<file path="src/rtl/serial_subtractor.sv">
// Bit-serial subtractor: a - b, LSB first, one bit per clock through a full-subtractor cell.
// Optional signed-overflow output `ovf` is built only when SERIAL_SUB_OVERFLOW_EN is defined.
module serial_subtractor #(
  parameter int unsigned WIDTH = 8
) (
  input  logic             clk,
  input  logic             rst_n,
  input  logic             start,
  input  logic [WIDTH-1:0] a,
  input  logic [WIDTH-1:0] b,
  output logic             busy,
  output logic             done,
  output logic [WIDTH-1:0] diff,
  output logic             borrow_out
`ifdef SERIAL_SUB_OVERFLOW_EN
  ,
  output logic             ovf
`endif
);

  localparam int unsigned   CW   = $clog2(WIDTH) + 1;
  localparam logic [CW-1:0] LAST = CW'(WIDTH - 1);

  localparam logic [1:0] IDLE  = 2'd0;
  localparam logic [1:0] SHIFT = 2'd1;
  localparam logic [1:0] DONE  = 2'd2;

  logic [1:0]       state_q,  state_d;
  logic [WIDTH-1:0] a_sh_q,   a_sh_d;
  logic [WIDTH-1:0] b_sh_q,   b_sh_d;
  logic [WIDTH-1:0] res_q,    res_d;
  logic             bin_q,    bin_d;
  logic [CW-1:0]    cnt_q,    cnt_d;
  logic [WIDTH-1:0] diff_q,   diff_d;
  logic             borrow_q, borrow_d;
`ifdef SERIAL_SUB_OVERFLOW_EN
  logic             a_msb_q,  a_msb_d;
  logic             b_msb_q,  b_msb_d;
  logic             ovf_q,    ovf_d;
`endif

  logic bit_d;
  logic bit_bout;

  // Full-subtractor cell on the current LSBs of the operand shifters.
  always_comb begin
    bit_d    = a_sh_q[0] ^ b_sh_q[0] ^ bin_q;
    bit_bout = (~a_sh_q[0] & b_sh_q[0]) | (~(a_sh_q[0] ^ b_sh_q[0]) & bin_q);
  end

  always_comb begin
    state_d  = state_q;
    a_sh_d   = a_sh_q;
    b_sh_d   = b_sh_q;
    res_d    = res_q;
    bin_d    = bin_q;
    cnt_d    = cnt_q;
    diff_d   = diff_q;
    borrow_d = borrow_q;
`ifdef SERIAL_SUB_OVERFLOW_EN
    a_msb_d  = a_msb_q;
    b_msb_d  = b_msb_q;
    ovf_d    = ovf_q;
`endif

    case (state_q)
      IDLE, DONE: begin
        if (start) begin
          a_sh_d  = a;
          b_sh_d  = b;
          res_d   = '0;
          bin_d   = 1'b0;
          cnt_d   = '0;
          state_d = SHIFT;
`ifdef SERIAL_SUB_OVERFLOW_EN
          a_msb_d = a[WIDTH-1];
          b_msb_d = b[WIDTH-1];
`endif
        end else if (state_q == DONE) begin
          state_d = IDLE;
        end
      end

      SHIFT: begin
        res_d  = {bit_d, res_q[WIDTH-1:1]};
        bin_d  = bit_bout;
        a_sh_d = a_sh_q >> 1;
        b_sh_d = b_sh_q >> 1;
        cnt_d  = cnt_q + CW'(1);
        // Publish on the final bit so results change only when entering DONE.
        if (cnt_q == LAST) begin
          state_d  = DONE;
          diff_d   = {bit_d, res_q[WIDTH-1:1]};
          borrow_d = bit_bout;
`ifdef SERIAL_SUB_OVERFLOW_EN
          ovf_d    = (a_msb_q != b_msb_q) && (bit_d != a_msb_q);
`endif
        end
      end

      default: state_d = IDLE;
    endcase
  end

  always_ff @(posedge clk or negedge rst_n) begin
    if (!rst_n) begin
      state_q  <= IDLE;
      a_sh_q   <= '0;
      b_sh_q   <= '0;
      res_q    <= '0;
      bin_q    <= 1'b0;
      cnt_q    <= '0;
      diff_q   <= '0;
      borrow_q <= 1'b0;
`ifdef SERIAL_SUB_OVERFLOW_EN
      a_msb_q  <= 1'b0;
      b_msb_q  <= 1'b0;
      ovf_q    <= 1'b0;
`endif
    end else begin
      state_q  <= state_d;
      a_sh_q   <= a_sh_d;
      b_sh_q   <= b_sh_d;
      res_q    <= res_d;
      bin_q    <= bin_d;
      cnt_q    <= cnt_d;
      diff_q   <= diff_d;
      borrow_q <= borrow_d;
`ifdef SERIAL_SUB_OVERFLOW_EN
      a_msb_q  <= a_msb_d;
      b_msb_q  <= b_msb_d;
      ovf_q    <= ovf_d;
`endif
    end
  end

  assign busy       = (state_q == SHIFT);
  assign done       = (state_q == DONE);
  assign diff       = diff_q;
  assign borrow_out = borrow_q;
`ifdef SERIAL_SUB_OVERFLOW_EN
  assign ovf        = ovf_q;
`endif

endmodule

</file>
<file path="config.mk">
export PLATFORM = sky130hd
export DESIGN_NAME = serial_subtractor
export DESIGN_NICKNAME = d
export VERILOG_FILES = /design/src/rtl/serial_subtractor.sv
export SDC_FILE = /design/constraint.sdc
export NUM_CORES = 1
export LEC_CHECK = 0
export CORE_MARGIN = 2
export CORE_UTILIZATION = 45
export CTS_BUF_LIST = sky130_fd_sc_hd__clkbuf_4 sky130_fd_sc_hd__clkbuf_8 sky130_fd_sc_hd__clkbuf_16
export DETAILED_ROUTE_END_ITERATION = 10
export PLACE_DENSITY = 0.74
export SLEW_MARGIN = 5
export SYNTH_ARGS = -nofsm -noshare
export SYNTH_HDL_FRONTEND = slang
export SYNTH_SLANG_ARGS = --single-unit
export TNS_END_PERCENT = 5
</file>
<file path="constraint.sdc">
create_clock -name clk -period 1.5 [get_ports clk]
set_input_delay 0.225 -clock clk [delete_from_list [all_inputs] [get_ports clk]]
set_output_delay 0.225 -clock clk [all_outputs]
set_load 0.005 [all_outputs]
</file>
==> results by group <==
Pwr
  – Switch share: 0.3210
  – Peak VDD IR: 0.0009219 V
  – Net Switching: 1.423 mW
  – Leak pwr: 1.057 nW
  – P_int: 3.011 mW
  – Reg power frac: 0.409
  – Pwr per Cell Area: 2054 nW/um^2
  – Comb pwr share: 0.394
  – Clock network power share: 0.198

Timing
  – Maximum clock frequency: 683.5 MHz
  – Worst slew margin: 0.6925
  – Post-route minimum period: 1.463 ns
  – Worst hold margin: 0.4476 ns
  – Fin. Hold Viols: 0
  – Final Setup Violations: 0
  – Slew @ Worst Pin: 0.4612 ns
  – Slew Viols, Final: 0
  – Final period util: 0.9753
  – RSZ-0062 raised after global routing: true
  – PnR worst setup slack: 0.03700 ns
  – Clk_skew: 0.008795 ns

Final layout
  – Final net count: 191
  – Area growth from synthesis to layout: 34.03%
  – Layout cells sized above 1: 0.2047
  – Non-filler cells, final: 217
  – # fillers: 260
  – Area of the multi-input gates: 596.8 um^2
  – Ant. Diodes: 0
  – Register area: 975.9 um^2

Placement
  – I/O Buffers: 29
  – Cells after DPL: 208
  – Pre-CTS setup slack: -0.1785 ns
  – GPL Wtd Cong: 0.7349
  – Dpl hpwl: 2162 um

Routing
  – DR DRC count: 0
  – Drt first pass iters: 4
  – Final ANT Viol Nets: 0
  – Vias per cell: 5.313
  – Vias: 1153
  – DR iter-0 viols: 61
  – Total wire length: 3178 um
  – Wire length per cell: 14.65 um

Floorplanning
  – Die Span X: 63.82 um
  – Die height: 63.82 um
  – Top Ports: 30
  – Num rows: 21
  – Initial Util: 0.4751
  – Core Area: 3390 um^2
  – Die ar.: 4073 um^2

Worst setup path
  – Slowest-stage cell, CP: dfrtp_1
  – Crit-path cells: nand2b_4, inv_2, clkdlybuf4s15_2
  – CP startpoint kind: flip-flop
  – Worst Path Buf+Inv: 2
  – Critical Path Source: state_q[1]$_DFFE_PN0P_
  – Critical Path RT: 1.27 ns
  – Crit path kind: flip-flop to output pin
  – Worst reg2reg setup slack: 0.06 ns
  – Cell family with most CP delay: flip-flops
  – Crit-path max FO: 4
  – RR Endpoint: diff[2]$_DFFE_PN0P_
  – Crit path largest cell delay: 0.40 ns
  – Worst r2r src: cnt_q[1]$_DFFE_PN0P_
  – Critical path arrival: 1.24 ns
  – Reg2reg path depth: 5
  – Worst Setup End Kind: output pin

Global route
  – Total gr overflow: 0
  – GRT Max-Usage Layer: met2
  – First-pass GRT wire length: 5506 um
  – Initial antenna violation count: 0
  – Vias in the first global route: 1158
  – Largest net degree at the start of global routing: 40
  – Total GRT Usage: 0.1778
  – Met1 usage: 0.2435
  – Met3 Use GR: 0.05986
  – Met2 usage: 0.2591

Synthesis
  – Yosys warns: 0
  – Mapped Cells: 132
  – Syn Area/Cell: 12.20 um^2
  – Yosys cell types: 24
  – Post-synthesis sequential area ratio: 0.6061
  – Post-Syn Area: 1610 um^2
  – Syn nets: 153
  – FF+latch count, synth: 39

Clock tree
  – Root Buffer: clkbuf_4
  – # Post-CTS Setup Buffers: 0
  – Clock transition at path regs: 0.12 ns
  – CTS tree: built
  – CTS Buffer Depth: 2
  – CTS Sinks: 39
  – Cts bufs inserted: 5
  – Skew-Pair Late Insertion Delay: 0.34 ns
  – H-Tree Depth: 2

Worst hold path
  – Hold WC Path Type: input pin to async pin

Status
  – Status: completed

Run
  – Max_cap viols: 0
-- flip-flops by register name, indices dropped and copies added, names as in the netlist --
register	count
a_sh_q	8
b_sh_q	8
bin_q	1
borrow_out	1
cnt_q	4
diff	8
res_q	7
state_q	2
-- what timing repair did --
action	4_1_cts	5_1_grt
endpoints found under the hold margin	39	0
hold buffers	1	0
gates resized for setup	6	13
endpoints found under the setup margin	13	27
-- synth_stat cells --
library cell,n,area share
nand3_1,13,0.040
a22oi_1,13,0.061
dfrtp_1,39,0.61
o2bb2ai_1,1,0.0054
nor3_4,1,0.010
xnor2_1,1,0.0054
mux2i_1,3,0.019
o21ai_0,1,0.0031
fa_1,1,0.012
ha_1,1,0.0078
mux2_2,8,0.056
nor2b_1,2,0.0078
nand4_1,1,0.0039
and2b_1,1,0.0047
inv_1,4,0.0093
a221o_1,1,0.0062
buf_2,5,0.016
nand2_1,16,0.037
clkbuf_1,3,0.0070
nor3_1,1,0.0031
buf_6,1,0.0070
nor2_1,2,0.0047
a22o_1,11,0.060
nand2b_1,2,0.0078
-- power by group through the flow --
stage	Clock [mW]	Combinational [mW]	Sequential, mW
finish	0.876	1.75	1.81
global route	0.954	1.95	1.88
CTS	0.889	1.74	1.80
detailed placement	0	1.73	1.82
global placement	0	1.66	1.79
floorplan	0	1.09	1.76
-- worst register-to-register path: cells and delay by family, from the launching register on --
family / cells / cell delay, ns
buf+inv: 1 / 0.16
simple gates: 2 / 0.24
fa+ha+maj: 1 / 0.17
mux: 1 / 0.33
flops: 1 / 0.44
-- cell type report --
type,count,area share
flip-flops and latches,39,0.4522
multi-input cells,80,0.2765
repair buffers,40,0.1890
clock inverters,2,0.02783
well taps,46,0.02667
clock buffers,6,0.02087
inverters,4,0.006957
-- stage by stage --
| step | TNS [ns] | area [um^2] | power [mW] | utilization |
|---|---|---|---|---|
| 2_1_floorplan | 0 | 1610 | 2.848 | - |
| 3_3_place_gp | -1.446 | 2006 | 3.452 | 0.5917 |
| 3_5_place_dp | -1.914 | 2006 | 3.543 | 0.5917 |
| 4_1_cts | -0.3036 | 2123 | 4.424 | 0.6264 |
| 5_1_grt | -0.04250 | 2158 | 4.780 | 0.6368 |
| 6_report | 0 | 2158 | 4.434 | 0.6368 |
-- cell usage in the layout (no fill, tap or decap), drive strengths merged, types with 2 or more instances in the layout --
master	count
mux2i	3
nor2	2
nand2b	2
bufinv	2
a22o	11
nand3	13
clkbuf	7
mux2	8
nor3	2
nand2	16
a22oi	13
buf	11
inv	4
clkdlybuf4s50	21
dlymetal6s2s	5
dfrtp	39
nor2b	2
-- layer usage --
layer,up-vias,part of all wire
met5,-,0
met4,0,0.0050
met3,2,0.051
met2,32,0.46
met1,571,0.48
li1,548,-
-- how the worst max path moves through the flow --
stage,endpoint,slack [ns],depth (start not counted)
CTS,busy,-0.04,3
floorplan,diff[0]$_DFFE_PN0P_,0.04,4
finish,busy,0.04,3
global route,busy,-0.04,3
detailed placement,res_q[5]$_DFFE_PN0P_,-0.18,4
global placement,res_q[6]$_DFFE_PN0P_,-0.13,4
-- cells by family (layout without fill, tap and decap cells) --
logic type               count (synthesis)  after routing  synth area share
flip-flops                              39             39            0.6061
AND/OR/NAND/NOR                         39             39            0.1197
AO/OA/AOI/OAI                           27             27            0.1352
buffers and inverters                   13             52           0.03884
multiplexers                            11             11           0.07460
adder cells (fa/ha/maj)                  2              2           0.02020
XOR/XNOR                                 1              1          0.005440
Power figures use the tool's default switching activity.
